**config.mk**
```make
export PLATFORM = sky130hd
export DESIGN_NAME = instr_sequencer
export DESIGN_NICKNAME = d
export VERILOG_FILES = /design/src/rtl/instr_pkg.sv /design/src/rtl/button_edge_sync.sv /design/src/rtl/instr_sequencer.sv
export SDC_FILE = /design/constraint.sdc
export NUM_CORES = 1
export LEC_CHECK = 0
export ABC_AREA = 1
export BUFFER_PORTS_ARGS = -buffer_cell sky130_fd_sc_hd__buf_2
export CAP_MARGIN = 0
export CORE_MARGIN = 3
export CORE_UTILIZATION = 50
export DETAILED_ROUTE_END_ITERATION = 12
export PLACE_DENSITY = 0.74
export SLEW_MARGIN = 10
export SYNTH_ARGS = -nofsm -noshare
export SYNTH_HDL_FRONTEND = slang
export SYNTH_SLANG_ARGS = --single-unit
```
**constraint.sdc**
```tcl
create_clock -name clock -period 2.55 [get_ports clock]
set_clock_uncertainty 0.05 [all_clocks]
set_input_delay 0.1275 -clock clock [delete_from_list [all_inputs] [get_ports clock]]
set_output_delay 0.1275 -clock clock [all_outputs]
set_load 0.05 [all_outputs]
```
**src/rtl/instr_pkg.sv**
```systemverilog
// Shared definitions for the instruction sequencer: opcodes, field positions, depth, FSM states.
// The STEP_WAIT state exists only when SINGLE_STEP_EN is defined.
package instr_pkg;

  localparam int DEPTH_DEFAULT = 10;

  localparam logic [3:0] OP_ADD = 4'b0000;
  localparam logic [3:0] OP_SUB = 4'b0001;
  localparam logic [3:0] OP_AND = 4'b0010;
  localparam logic [3:0] OP_OR  = 4'b0011;
  localparam logic [3:0] OP_XOR = 4'b0100;
  localparam logic [3:0] OP_NOT = 4'b0101;
  localparam logic [3:0] OP_SHL = 4'b0110;
  localparam logic [3:0] OP_SHR = 4'b0111;
  localparam logic [3:0] OP_LDI = 4'b1000;
  localparam logic [3:0] OP_MOV = 4'b1001;
  localparam logic [3:0] OP_CMP = 4'b1010;
  localparam logic [3:0] OP_BEQ = 4'b1011;
  localparam logic [3:0] OP_BNE = 4'b1100;
  localparam logic [3:0] OP_BLT = 4'b1101;
  localparam logic [3:0] OP_BGT = 4'b1110;

  localparam int OP_HI   = 17;
  localparam int OP_LO   = 14;
  localparam int RID1_HI = 13;
  localparam int RID1_LO = 11;
  localparam int RID2_HI = 10;
  localparam int RID2_LO = 8;
  localparam int IMM_HI  = 7;
  localparam int IMM_LO  = 0;

  typedef enum logic [1:0] {
    ST_IDLE  = 2'd0,
    ST_ISSUE = 2'd1,
`ifdef SINGLE_STEP_EN
    ST_STEP_WAIT = 2'd3,
`endif
    ST_DONE  = 2'd2
  } seq_state_e;

endpackage

```
**src/rtl/button_edge_sync.sv**
```systemverilog
// Two-flop synchronizer for a raw active-low button plus a registered falling-edge pulse.
// Resets to the released level so no spurious press appears after reset.
module button_edge_sync (
  input  logic clock,
  input  logic reset,
  input  logic btn_n,
  output logic press
);

  logic sync1_r;
  logic sync2_r;
  logic prev_r;
  logic press_r;

  // Synchronize, remember previous level, and register the falling-edge pulse.
  always_ff @(posedge clock) begin
    if (reset) begin
      sync1_r <= 1'b1;
      sync2_r <= 1'b1;
      prev_r  <= 1'b1;
      press_r <= 1'b0;
    end else begin
      sync1_r <= btn_n;
      sync2_r <= sync1_r;
      prev_r  <= sync2_r;
      press_r <= prev_r & ~sync2_r;
    end
  end

  assign press = press_r;

endmodule

```
**src/rtl/instr_sequencer.sv**
```systemverilog
// Stores a short program and issues it in order to the ALU over valid/ready on an execute press.
// Optional build macro: SINGLE_STEP_EN (one instruction per press).
module instr_sequencer
  import instr_pkg::*;
#(
  parameter int DEPTH = DEPTH_DEFAULT,
  parameter int IW    = 18,
  parameter int CW    = 4
) (
  input  logic          clock,
  input  logic          reset,
  input  logic          wr_en,
  input  logic [IW-1:0] wr_data,
  input  logic          clear_prog,
  input  logic          execute_n,
  output logic          instr_valid,
  input  logic          instr_ready,
  output logic [IW-1:0] instr_data,
  output logic [CW-1:0] instr_index,
  output logic [CW-1:0] instr_count,
  output logic          full,
  output logic          busy,
  output logic          done
);

  logic [IW-1:0] mem_r [0:DEPTH-1];

  seq_state_e    state_r, state_s;
  logic [CW-1:0] count_r, count_s;
  logic [CW-1:0] pc_r, pc_s;
  logic          valid_r, valid_s;
  logic [IW-1:0] data_r, data_s;
  logic [CW-1:0] index_r, index_s;
  logic          done_r, done_s;
  logic          full_r, busy_r;
  logic          mem_we_s;
  logic          press_s;

  button_edge_sync u_exec_btn (
    .clock (clock),
    .reset (reset),
    .btn_n (execute_n),
    .press (press_s)
  );

  // Program storage; intentionally not reset.
  always_ff @(posedge clock) begin
    if (mem_we_s) begin
      mem_r[count_r] <= wr_data;
    end
  end

  // Next-state and next-output logic; all outputs are registered below.
  always_comb begin
    state_s  = state_r;
    count_s  = count_r;
    pc_s     = pc_r;
    valid_s  = valid_r;
    data_s   = data_r;
    index_s  = index_r;
    done_s   = 1'b0;
    mem_we_s = 1'b0;
    case (state_r)
      ST_IDLE: begin
        if (clear_prog) begin
          count_s = {CW{1'b0}};
        end else if (press_s && (count_r != {CW{1'b0}})) begin
          pc_s    = {CW{1'b0}};
          state_s = ST_ISSUE;
          valid_s = 1'b1;
          data_s  = mem_r[0];
          index_s = {CW{1'b0}};
        end else if (press_s) begin
          state_s = ST_DONE;
          done_s  = 1'b1;
        end else if (wr_en && (count_r < CW'(DEPTH))) begin
          mem_we_s = 1'b1;
          count_s  = count_r + CW'(1);
        end else begin
          state_s = ST_IDLE;
        end
      end
      ST_ISSUE: begin
        if (valid_r && instr_ready) begin
          if (pc_r == (count_r - CW'(1))) begin
            valid_s = 1'b0;
            state_s = ST_DONE;
            done_s  = 1'b1;
          end else begin
            pc_s = pc_r + CW'(1);
`ifdef SINGLE_STEP_EN
            valid_s = 1'b0;
            state_s = ST_STEP_WAIT;
`else
            data_s  = mem_r[pc_r + CW'(1)];
            index_s = pc_r + CW'(1);
`endif
          end
        end else begin
          state_s = ST_ISSUE;
        end
      end
`ifdef SINGLE_STEP_EN
      ST_STEP_WAIT: begin
        if (press_s) begin
          state_s = ST_ISSUE;
          valid_s = 1'b1;
          data_s  = mem_r[pc_r];
          index_s = pc_r;
        end else begin
          state_s = ST_STEP_WAIT;
        end
      end
`endif
      ST_DONE: begin
        state_s = ST_IDLE;
      end
      default: begin
        state_s = ST_IDLE;
        valid_s = 1'b0;
      end
    endcase
  end

  // State and registered outputs with synchronous reset.
  always_ff @(posedge clock) begin
    if (reset) begin
      state_r <= ST_IDLE;
      count_r <= {CW{1'b0}};
      pc_r    <= {CW{1'b0}};
      valid_r <= 1'b0;
      data_r  <= {IW{1'b0}};
      index_r <= {CW{1'b0}};
      done_r  <= 1'b0;
      full_r  <= 1'b0;
      busy_r  <= 1'b0;
    end else begin
      state_r <= state_s;
      count_r <= count_s;
      pc_r    <= pc_s;
      valid_r <= valid_s;
      data_r  <= data_s;
      index_r <= index_s;
      done_r  <= done_s;
      full_r  <= (count_s == CW'(DEPTH));
      busy_r  <= (state_s != ST_IDLE);
    end
  end

  assign instr_valid = valid_r;
  assign instr_data  = data_r;
  assign instr_index = index_r;
  assign instr_count = count_r;
  assign full        = full_r;
  assign busy        = busy_r;
  assign done        = done_r;

endmodule
```
# == Word-level counts from Yosys, hierarchy flattened ==
# Memories as Yosys holds them, arrays and structs flattened.
# Index checks and enable logic that the tools add are counted.
# word_totals
in_bits,24
mem_bits_rw,180
reg_bits,36
out_inout_bits,30
n_memories,1
# mem_list
name,depth,width,rd,rd_clocked_by_memory_dff,wr,line,source
mem_r,10,18,2,0,1,instr_sequencer.sv:26,logic [IW-1:0] mem_r [0:DEPTH-1];
# classes
mux,40
n_eq_ne,9
magnitude_cmp,1
bitwise,3
n_addsub,3
reduce_logical,9
# ops
op,n
18-bit two-way mux,4
4-bit two-way mux,9
18-bit case mux with 2 select lines,1
1-bit two-way mux,16
2-bit two-way mux,6
2-bit inequality test (second input constant),5
5-bit AND reduction,2
4-bit by 1-bit adder with 4-bit output (second input constant),2
4-bit case mux with 2 select lines,1
4-bit equality test,1
4-bit equality test (second input constant),1
4-bit < comparator (second input constant),1
2-bit case mux with 2 select lines,1
2-bit nonzero test,2
4-bit nonzero test,1
4-bit by 1-bit subtractor with 4-bit output (second input constant),1
1-bit logical AND,3
1-bit case mux with 3 select lines,1
2-bit by 1-bit equality test with 1-bit output (second input constant),1
2-bit equality test (second input constant),1
2-bit zero test,1
1-bit NOT,2
1-bit case mux with 2 select lines,1
1-bit AND,1

# == Depth between registers and ports, before layout ==
# Gate-level depths: netlist of run 1.
# logic_depth
ltp_word,9
ltp_mapped,15
mapped_depth_nobuf,14

# == Modules after synthesis ==
# Synthesis of run 1 repeated with hierarchy kept, for this count alone.
# hier_totals
cells_unflattened,964
hier_area_um2,9281.4
# modules_own_cells
module,instances,area_each_um2,cells_per_inst,seq_area_each_um2
instr_sequencer,1,9171.3,954,6045.8
button_edge_sync,1,110.1,10,80.1

# == Least setup slack after synthesis of run 1 ==
# Ideal clock, no wire load.
# synth_timing
path_type,register -> register
start,register count_r[1] (netlist: instr_count[1])
end,"memory mem_r[2][0], enable pin"
setup_slack_ns,-0.435
required_time_ns,2.084
stages_incl_launch_ff,8
arrival_time_ns,2.519
path_buffers,0
period_less_slack_ns,2.985
setup_time_ns,0.416
path_cell_list,dfxtp_1 > inv_1 > nand2_1 > nand2_1 > nand4_1 > nor2_1 > inv_1 > nor3_1
# synth_between
elab_chain_cells,9
word_cells_on_any_way,11
# synth_lines
element,line,source
"start, declared",instr_sequencer.sv:29,"logic [CW-1:0] count_r, count_s;"
"start signal, assigned",instr_sequencer.sv:129,count_r <= {CW{1'b0}};
"start signal, assigned",instr_sequencer.sv:139,count_r <= count_s;
4-bit < comparator,instr_sequencer.sv:76,end else if (wr_en && (count_r < CW'(DEPTH))) begin
1-bit logical AND,instr_sequencer.sv:76,
1-bit two-way mux,instr_sequencer.sv:76,
1-bit two-way mux,instr_sequencer.sv:73,end else if (press_s) begin
1-bit two-way mux,instr_sequencer.sv:67,end else if (press_s && (count_r != {CW{1'b0}})) begin
1-bit two-way mux,instr_sequencer.sv:65,if (clear_prog) begin
1-bit two-way mux,instr_sequencer.sv:63,case (state_r)
1-bit two-way mux,instr_sequencer.sv:48,if (mem_we_s) begin
1-bit two-way mux (implied by the code),instr_sequencer.sv:49,mem_r[count_r] <= wr_data;
"end, declared",instr_sequencer.sv:26,
# Several ways; a longest one is shown, not always the timed one.

# == Worst setup path in the final report of run 1 ==
# layout_timing
start,register count_r[0] (netlist: instr_count[0])
end,register data_r[12] (netlist: instr_data[12])
# layout_between
elab_chain_cells,4
word_cells_on_any_way,7
# layout_lines
element,line,source
4-bit by 1-bit subtractor with 4-bit output / 4-bit nonzero test (equally long branches),"instr_sequencer.sv:85, instr_sequencer.sv:67",
4-bit equality test / 1-bit logical AND (equally long branches),"instr_sequencer.sv:85, instr_sequencer.sv:67",
2-bit inequality test (no source line),--,
5-bit AND reduction (no source line) *,--,
"end signal, assigned",instr_sequencer.sv:132,data_r <= {IW{1'b0}};
"end signal, assigned",instr_sequencer.sv:142,data_r <= data_s;
"end, declared",instr_sequencer.sv:32,"logic [IW-1:0] data_r, data_s;"
# Every way passes the cells marked *; elsewhere a longest branch is shown, timed or not.
# A chain may end at the register's enable or synchronous reset.

==> results of run 1 <==
==> critical path: stages, from the launching register on <==
cell and delay, ps:
sky130_fd_sc_hd__dfxtp_1 420, sky130_fd_sc_hd__inv_1 140, sky130_fd_sc_hd__ha_1 260, sky130_fd_sc_hd__inv_1 130, sky130_fd_sc_hd__nand2_1 90, sky130_fd_sc_hd__nand3_1 70, sky130_fd_sc_hd__nand2_1 70, sky130_fd_sc_hd__nor2_2 100
sky130_fd_sc_hd__nand3_2 120, sky130_fd_sc_hd__nand3_2 90, sky130_fd_sc_hd__buf_4 380, sky130_fd_sc_hd__nand2_1 110, sky130_fd_sc_hd__nand2_1 80, sky130_fd_sc_hd__nor2_1 40
==> flip-flops by register name (all words and copies together) (netlist names) <==
register            flops
busy                    1
done                    1
full                    1
instr_count             4
instr_data             18
instr_index             4
instr_valid             1
mem_r                 180
state_r                 2
u_exec_btn.press        1
u_exec_btn.prev_r       1
u_exec_btn.sync1_r      1
u_exec_btn.sync2_r      1
==> kinds of logic (layout without fill, tap and decap cells) <==
family,after synthesis,after routing,share of synthesized area [%]
xor gates and xnor gates,4,4,0.540
and+or+nand+nor,550,550,23.4
AOI/OAI and AO/OA,80,80,4.50
DFF,216,216,66.1
adders and majority gates,5,5,0.675
buffers and inverters,100,200,4.77
==> cell type report <==
type	count	area share, %
Multi-Input combinational cell	639	25.6
Timing Repair Buffer	100	6.47
Inverter	58	2.02
Clock buffer	37	6.03
Tap cell	229	2.66
Sequential cell	216	57.0
Clock inverter	5	0.279
==> power by group <==
| group | total [mW] | internal [mW] | switching [mW] |
|---|---|---|---|
| logic | 2.52 | 0.744 | 1.78 |
| clock network | 3.00 | 1.74 | 1.27 |
| registers | 4.02 | 3.94 | 0.0763 |
| total | 9.54 | 6.42 | 3.12 |
==> worst min path at each step <==
| stage | from | endpoint | slack, ps | cells past startpoint |
|---|---|---|---|---|
| floorplan | reset | instr_valid$_SDFFE_PP0P_ | 150 | 1 |
| global placement | execute_n | u_exec_btn.sync1_r$_SDFF_PP1_ | 260 | 2 |
| detailed placement | execute_n | u_exec_btn.sync1_r$_SDFF_PP1_ | 270 | 2 |
| CTS | wr_en | instr_count[1]$_SDFF_PP0_ | 6 | 3 |
| global route | wr_en | instr_count[1]$_SDFF_PP0_ | 20 | 3 |
| finish | wr_en | instr_count[1]$_SDFF_PP0_ | 30 | 3 |
==> cells in the mapped netlist (6+ instances only) <==
library cell and count:
sky130_fd_sc_hd__nand2_1 296, sky130_fd_sc_hd__o21ai_1 8, sky130_fd_sc_hd__clkbuf_1 10, sky130_fd_sc_hd__nor2_1 206
sky130_fd_sc_hd__nor3_1 6, sky130_fd_sc_hd__dfxtp_1 36, sky130_fd_sc_hd__inv_1 51, sky130_fd_sc_hd__nand3_1 26
sky130_fd_sc_hd__o21ai_0 66, sky130_fd_sc_hd__buf_2 20, sky130_fd_sc_hd__edfxtp_1 180, sky130_fd_sc_hd__inv_2 6
==> routing by layer <==
metal,track usage (%),vias to the layer above
li1,-,3273
met1,28.5,3103
met2,35.2,219
met3,3.36,38
met4,7.07,0
met5,0,-
==> per-stage QoR <==
stage | setup TNS [ps] | utilization (%) | std cells
after floorplan | -31320 | - | 955
after global placement | 0 | 54.5 | 1221
after global routing | 0 | 59.5 | 1284
after detailed placement | 0 | 54.5 | 1221
final | 0 | 59.5 | 1284
after CTS | 0 | 59.5 | 1284
==> repair_timing <==
item,in CTS,in global routing
hold endpoints to repair,186,0
buffers inserted,0,0
setup endpoints to repair,0,0
hold buffers,21,0
==> results.txt, run 1 <==
----------------------------------------------------
[Setup path]
  Critical register-to-register path endpoint ... instr_data[12]$_SDFFE_PP0P_
  Number of cells traversed by the worst register-to-register path ... 13
  Critical path capture point ... instr_data[12]$_SDFFE_PP0P_
  Critical Path Sink Type ... flop
  Type of element launching the critical path ... flop
  Register-to-register path setup slack ... 300 ps
  Reg-to-reg startpoint ... instr_count[0]$_SDFF_PP0_
  Critical path type ... flop to flop
  Arrival time at the worst endpoint ... 2600 ps
  Critical Path Start ... instr_count[0]$_SDFF_PP0_
  CP Max Fanout ... 38
  Data required, critical path ... 2890 ps

[Global route]
  First-pass GRT wire length ... 33500 µm
  Overall Global Routing Usage ... 21.1%
  Global route overflow ... 0
  Vias in the first global route ... 6425
  Maximum number of pins on one net before global-route repair ... 88
  Initial antenna violation count ... 0

[Synth]
  Number of enable flip-flop cells after synthesis ... 180
  Sequential cell area fraction in the yosys report ... 66.1%
  Cell type contributing the most total cell area after synthesis ... sky130_fd_sc_hd__edfxtp_1
  Number of warnings reported in the yosys synthesis log ... 0
  Net count after synthesis ... 984
  Area contributors post-synth ... sky130_fd_sc_hd__edfxtp_1, sky130_fd_sc_hd__nand2_1, sky130_fd_sc_hd__nor2_1
  Share of synthesized flip-flops with an asynchronous set or reset ... 0%
  Synth Area per Inst ... 9.70 µm²
  Area share of the largest cell type after synthesis ... 58.3%
  Combined area of all synthesized cells ... 0.00926 mm²
  Count of distinct cell types in the synthesized netlist ... 30
  Synthesized flop and latch total ... 216
  Mapped Cells ... 955
  Top FF cell, synth ... sky130_fd_sc_hd__edfxtp_1

[Run]
  MaxCap Viol Count ... 0

[Route]
  WL met1 ... 9160 µm
  Violation count after the first detailed-routing iteration ... 490
  Top Layer Used ... met4
  Total routed wirelength ... 21000 µm
  Vias post-DR ... 6633
  Via/cell ratio ... 5.17
  Metal3 WL ... 1320 µm
  Detail-routed net length per standard cell ... 16.4 µm
  Met2 Routed Length ... 10000 µm
  Drt pass-1 iters ... 5
  DRC violation count after routing ... 0
  DRT antenna net count ... 0

[Floorplan]
  Num ports ... 54
  Horiz. Die Dim ... 142 µm
  Die height ... 142 µm
  Core region area ... 0.0181 mm²
  Die footprint ... 0.0202 mm²
  FP Rows ... 49
  Initial cell density of the core ... 51.2%

[Place]
  Pre-CTS worst setup slack ... 312 ps
  Number of buffers inserted by port buffering ... 53
  Post-detail-place hpwl ... 12200 µm
  GPL Wtd Cong ... 0.886
  Post-DP Area ... 0.00987 mm²

[Finish]
  Area occupied by multi-input gates ... 0.00275 mm²
  Total non-filler cell area in the finished layout ... 0.0108 mm²
  Most common cell after layout, fill and taps aside ... sky130_fd_sc_hd__nand2_1
  Net count of the finished layout ... 1067
  Number of fill cells in the layout ... 1462
  Area overhead of the layout relative to synthesis ... 16.1%
  Ratio of cells with drive above 1 in the final layout ... 13.0%
  Most frequent cells in the layout ... sky130_fd_sc_hd__nand2_1, sky130_fd_sc_hd__nor2_1, sky130_fd_sc_hd__edfxtp_1
  # diodes ... 0
  Sequential Area ... 0.00613 mm²

[STA]
  Worst Setup Slack, final ... 296 ps
  # setup viols final ... 0
  Slew margin rel. ... 54.5%
  F_max ... 444 MHz
  Number of failing hold endpoints at the final stage ... 0
  Clock period minus worst slack ... 2250 ps
  Worst Hold Slack ... 28.1 ps
  Final worst path period share ... 88.4%
  Transition time at the pin with the least slew margin ... 682 ps
  Count of final max-slew check failures ... 0
  RSZ-0062 raised after global routing ... no

[Status]
  Status ... complete, no violations

[CTS]
  Clock tree from TritonCTS ... built
  Number of cells upsized or downsized after cts ... 0
  Worst-case clock buffer depth ... 3
  CTS root buf ... sky130_fd_sc_hd__clkbuf_16
  CTS buffer count ... 23
  Clock slew at reported path FFs ... 60 ps
  Level count of the clock H-tree ... 1
  Clk sink count ... 216
  Later-pin clock latency in the skew report ... 510 ps

[Power]
  Leakage ... 4.51 nW
  Ratio of total power to cell area ... 887 mW/mm²
  Post-layout power ... 9.54 mW
  Maximum ir drop on the vdd rail ... 0.608 mV

[Min path]
  HP Class ... input port to flop

----------------------------------------------------
No activity file was read; power rests on OpenSTA's default activity.
==> inputs of run 2 (changes only) <==
- ABC_AREA: 1 -> unset
- PLACE_DENSITY: 0.74 -> 0.67
- clock period: 2.55 -> 2.6 ns (I/O delays scaled with it)
==> results.txt, run 2 <==
----------------------------------------------------
[Setup path]
  Register-to-register path setup slack ... 100 ps (-190 ps)
  Critical Path Sink Type ... flop
  Critical path type ... flop to flop
  Number of cells traversed by the worst register-to-register path ... 7 (-6)
  Logic depth of the worst setup path including buffers ... 7 (-6)
  CP Max Fanout ... 23 (-39%)
  Critical path's slowest cell ... sky130_fd_sc_hd__o31ai_4
  Count of buffering cells on the critical path with inverters included ... 1 (-2)
  Data required, critical path ... 2950 ps (+60 ps)
  Arrival time at the worst endpoint ... 2850 ps (+250 ps)
  Type of element launching the critical path ... flop
  Ordered list of cells on the worst path ... inv_1 -> ha_1 -> xor2_1 -> nand3_2 -> o31ai_4 -> o21ai_0 -> o41ai_2
  Crit-path leading delay family ... compound AO/OA/AOI/OAI gates
  Crit-path max cell delay ... 930 ps (+510 ps)
  Critical Path Start ... instr_count[0]$_SDFF_PP0_
  Critical register-to-register path endpoint ... instr_index[2]$_SDFFE_PP0P_
  Reg-to-reg startpoint ... instr_count[0]$_SDFF_PP0_
  Critical path capture point ... instr_index[2]$_SDFFE_PP0P_

[CTS]
  CTS buffer count ... 22 (-4.3%)
  Clk sink count ... 216 (unchanged)
  Level count of the clock H-tree ... 1 (unchanged)
  Post-CTS Setup Bufs ... 0 (unchanged)
  CTS root buf ... sky130_fd_sc_hd__clkbuf_16
  Worst-case clock buffer depth ... 3 (unchanged)
  Later-pin clock latency in the skew report ... 500 ps (about the same)
  Clock slew at reported path FFs ... 60 ps (about the same)
  Clock tree from TritonCTS ... built

[STA]
  Slew margin rel. ... 23.6% (-31 points)
  # setup viols final ... 0 (unchanged)
  Clock period minus worst slack ... 2500 ps (+243 ps)
  Count of final max-slew check failures ... 0 (unchanged)
  Number of failing hold endpoints at the final stage ... 0 (unchanged)
  Final worst path period share ... 96.0% (+7.6 points)
  RSZ-0062 raised after global routing ... yes
  Transition time at the pin with the least slew margin ... 1150 ps (+464 ps)
  F_max ... 400 MHz (-9.7%)

[Finish]
  Area overhead of the layout relative to synthesis ... 18.4%
  Post-Layout Cell Count ... 882 (-31%)
  Largest register FFs ... 180 (unchanged)
  Most common cell after layout, fill and taps aside ... sky130_fd_sc_hd__edfxtp_1
  Number of fill cells in the layout ... 1256 (-14%)
  Total non-filler cell area in the finished layout ... 0.0102 mm² (-4.9%)
  Register with the most flip-flops ... mem_r
  Most frequent cells in the layout ... sky130_fd_sc_hd__edfxtp_1, sky130_fd_sc_hd__nand2_1, sky130_fd_sc_hd__buf_2
  # diodes ... 0 (unchanged)
  Ratio of cells with drive above 1 in the final layout ... 24.8% (+12 points)
  Net count of the finished layout ... 675 (-37%)

[Status]
  Status ... complete, no violations

[Floorplan]
  Num ports ... 54 (unchanged)
  Horiz. Die Dim ... 137 µm (-3.3%)
  FP Rows ... 47 (-4.1%)
  Core region area ... 0.0168 mm² (-7.3%)
  Die footprint ... 0.0189 mm² (-6.5%)
  Die height ... 137 µm (-3.3%)
  Initial cell density of the core ... 51.5% (+0.31 points)

[Global route]
  Global route hottest layer ... met2
  Met1 global-route usage ... 28.1% (-0.41 points)
  Global route overflow ... 0 (unchanged)
  Overall Global Routing Usage ... 20.6% (-0.51 points)
  Global routing usage on met2 ... 34.4% (-0.80 points)
  Maximum number of pins on one net before global-route repair ... 47 (-47%)
  Vias in the first global route ... 5038 (-22%)
  Met3 track utilization from global routing ... 3.18% (-0.18 points)
  Initial antenna violation count ... 0 (unchanged)
  First-pass GRT wire length ... 29000 µm (-13%)

[Power]
  Ratio of total power to cell area ... 692 mW/mm² (-22%)
  Maximum ir drop on the vdd rail ... 0.391 mV (-36%)
  Leakage ... 3.46 nW (-23%)

[Synth]
  Leading cell types by count after synthesis ... sky130_fd_sc_hd__edfxtp_1, sky130_fd_sc_hd__nand2_1, sky130_fd_sc_hd__nand3_1
  Number of warnings reported in the yosys synthesis log ... 0 (unchanged)
  Cell type contributing the most total cell area after synthesis ... sky130_fd_sc_hd__edfxtp_1
  Synthesized flop and latch total ... 216 (unchanged)
  Combined area of all synthesized cells ... 0.00864 mm² (-6.8%)
  Top FF cell, synth ... sky130_fd_sc_hd__edfxtp_1
  Net count after synthesis ... 578 (-41%)
  Count of distinct cell types in the synthesized netlist ... 44 (+47%)
  Synth Area per Inst ... 15.7 µm² (+62%)
  Area share of the largest cell type after synthesis ... 62.6% (+4.2 points)
  Most instantiated library cell after synthesis ... sky130_fd_sc_hd__edfxtp_1
  Area contributors post-synth ... sky130_fd_sc_hd__edfxtp_1, sky130_fd_sc_hd__mux4_2, sky130_fd_sc_hd__dfxtp_1
  Number of enable flip-flop cells after synthesis ... 180 (unchanged)
  Share of synthesized flip-flops with an asynchronous set or reset ... 0% (unchanged)
  Sequential cell area fraction in the yosys report ... 70.9% (+4.8 points)
  Mapped Cells ... 549 (-43%)

[Route]
  Via/cell ratio ... 5.71 (+11%)
  DRT antenna net count ... 0 (unchanged)
  Vias post-DR ... 5035 (-24%)
  DRC violation count after routing ... 0 (unchanged)
  Total routed wirelength ... 19000 µm (-9.6%)
  Violation count after the first detailed-routing iteration ... 512 (+4.5%)
  Drt pass-1 iters ... 5 (unchanged)
  Detail-routed net length per standard cell ... 21.5 µm (+32%)

[Place]
  Cell count after placement ... 821 (-33%)
  Post-detail-place hpwl ... 10500 µm (-14%)
  GPL Wtd Cong ... 0.824 (-7.0%)
  Post-DP Area ... 0.00928 mm² (-5.9%)
  Number of buffers inserted by port buffering ... 53 (unchanged)

[Min path]
  Start point of the worst hold path ... wr_en
  HP Class ... input port to flop

[Run]
  MaxCap Viol Count ... 0 (unchanged)

----------------------------------------------------
-- run 2: changes by cell type in the layout (fill, tap and decap cells not counted), moves of 18 or more --
cell,change
sky130_fd_sc_hd__o21ai_0,-63
sky130_fd_sc_hd__mux2i_1,+18
sky130_fd_sc_hd__nand2_1,-213
sky130_fd_sc_hd__o211ai_1,+18
sky130_fd_sc_hd__mux4_2,+36
sky130_fd_sc_hd__inv_1,-46
sky130_fd_sc_hd__a21oi_1,+22
sky130_fd_sc_hd__nor2_1,-190
-- run 2: worst reg2reg max path, stage by stage (launching register included) --
cell and delay, ps:
sky130_fd_sc_hd__dfxtp_1 340, sky130_fd_sc_hd__inv_1 90, sky130_fd_sc_hd__ha_1 330, sky130_fd_sc_hd__xor2_1 170
sky130_fd_sc_hd__nand3_2 140, sky130_fd_sc_hd__o31ai_4 930, sky130_fd_sc_hd__o21ai_0 280, sky130_fd_sc_hd__o41ai_2 100
-- run 2: power by group --
part           leakage, nW  total (mW)  switching [mW]  internal, mW
registers             1.92        3.79          0.0136          3.77
clock network        0.353        3.09            1.24          1.85
logic                 1.19       0.198           0.125        0.0731
-- run 2: kinds of logic (layout without fill, tap and decap cells) --
logic type	count (synthesis)	count (layout)	synth area share, %
DFF	216	216	70.9
and+or+nand+nor	168	168	9.17
AOI/OAI and AO/OA	62	62	4.80
muxes	54	54	11.5
buffers and inverters	36	149	1.94
xor gates and xnor gates	8	8	0.971
adders and majority gates	5	5	0.724
-- run 2: cell type report --
class | instances | area, µm² | area share [%]
inverter | 5 | 18.8 | 0.184
multi-input combinational | 297 | 2360 | 23.1
sequential | 216 | 6130 | 60.0
clock buffer | 37 | 709 | 6.94
tap | 220 | 275 | 2.69
timing repair buffer | 104 | 713 | 6.98
clock inverter | 3 | 16.3 | 0.159
-- run 2: how the worst min path moves through the flow --
stage                                               end  slack, ps  depth (start not counted)
final                         instr_count[1]$_SDFF_PP0_         50                          4
after global routing          instr_count[1]$_SDFF_PP0_        110                          4
after CTS                     instr_count[1]$_SDFF_PP0_         50                          4
after detailed placement  u_exec_btn.sync1_r$_SDFF_PP1_        280                          2
after global placement    u_exec_btn.sync1_r$_SDFF_PP1_        270                          2
after floorplan                   mem_r[0][0]$_DFFE_PP_        180                          0
-- run 2: through the flow --
step / utilization (%) / power [mW] / hold WS, ps / setup TNS (ps) / setup slack (ps)
global route: 61.0 / 7.28 / 108 / -0.827 / -0.827
global placement: 55.4 / 4.02 / 272 / 0 / 177
finish: 61.0 / 7.07 / 55.0 / 0 / 103
CTS: 61.0 / 7.13 / 45.8 / 0 / 87.7
detailed placement: 55.4 / 4.03 / 285 / -25.2 / -25.2
floorplan: - / 3.95 / 179 / 0 / 22.2
-- run 2: timing repair --
item                                    in CTS  in global routing
hold buffers                                21                  0
endpoints found under the setup margin       1                  8
pin swaps                                    0                  1
resized for setup                            1                  2
endpoints found under the hold margin      186                  0
-- run 2: layer usage --
layer / part of all wire [%] / wire length (µm) / up-vias
li1: - / - / 2310
met1: 43 / 8090 / 2505
met2: 48 / 9150 / 174
met3: 6.3 / 1200 / 46
met4: 2.9 / 548 / 0
met5: 0 / 0 / -
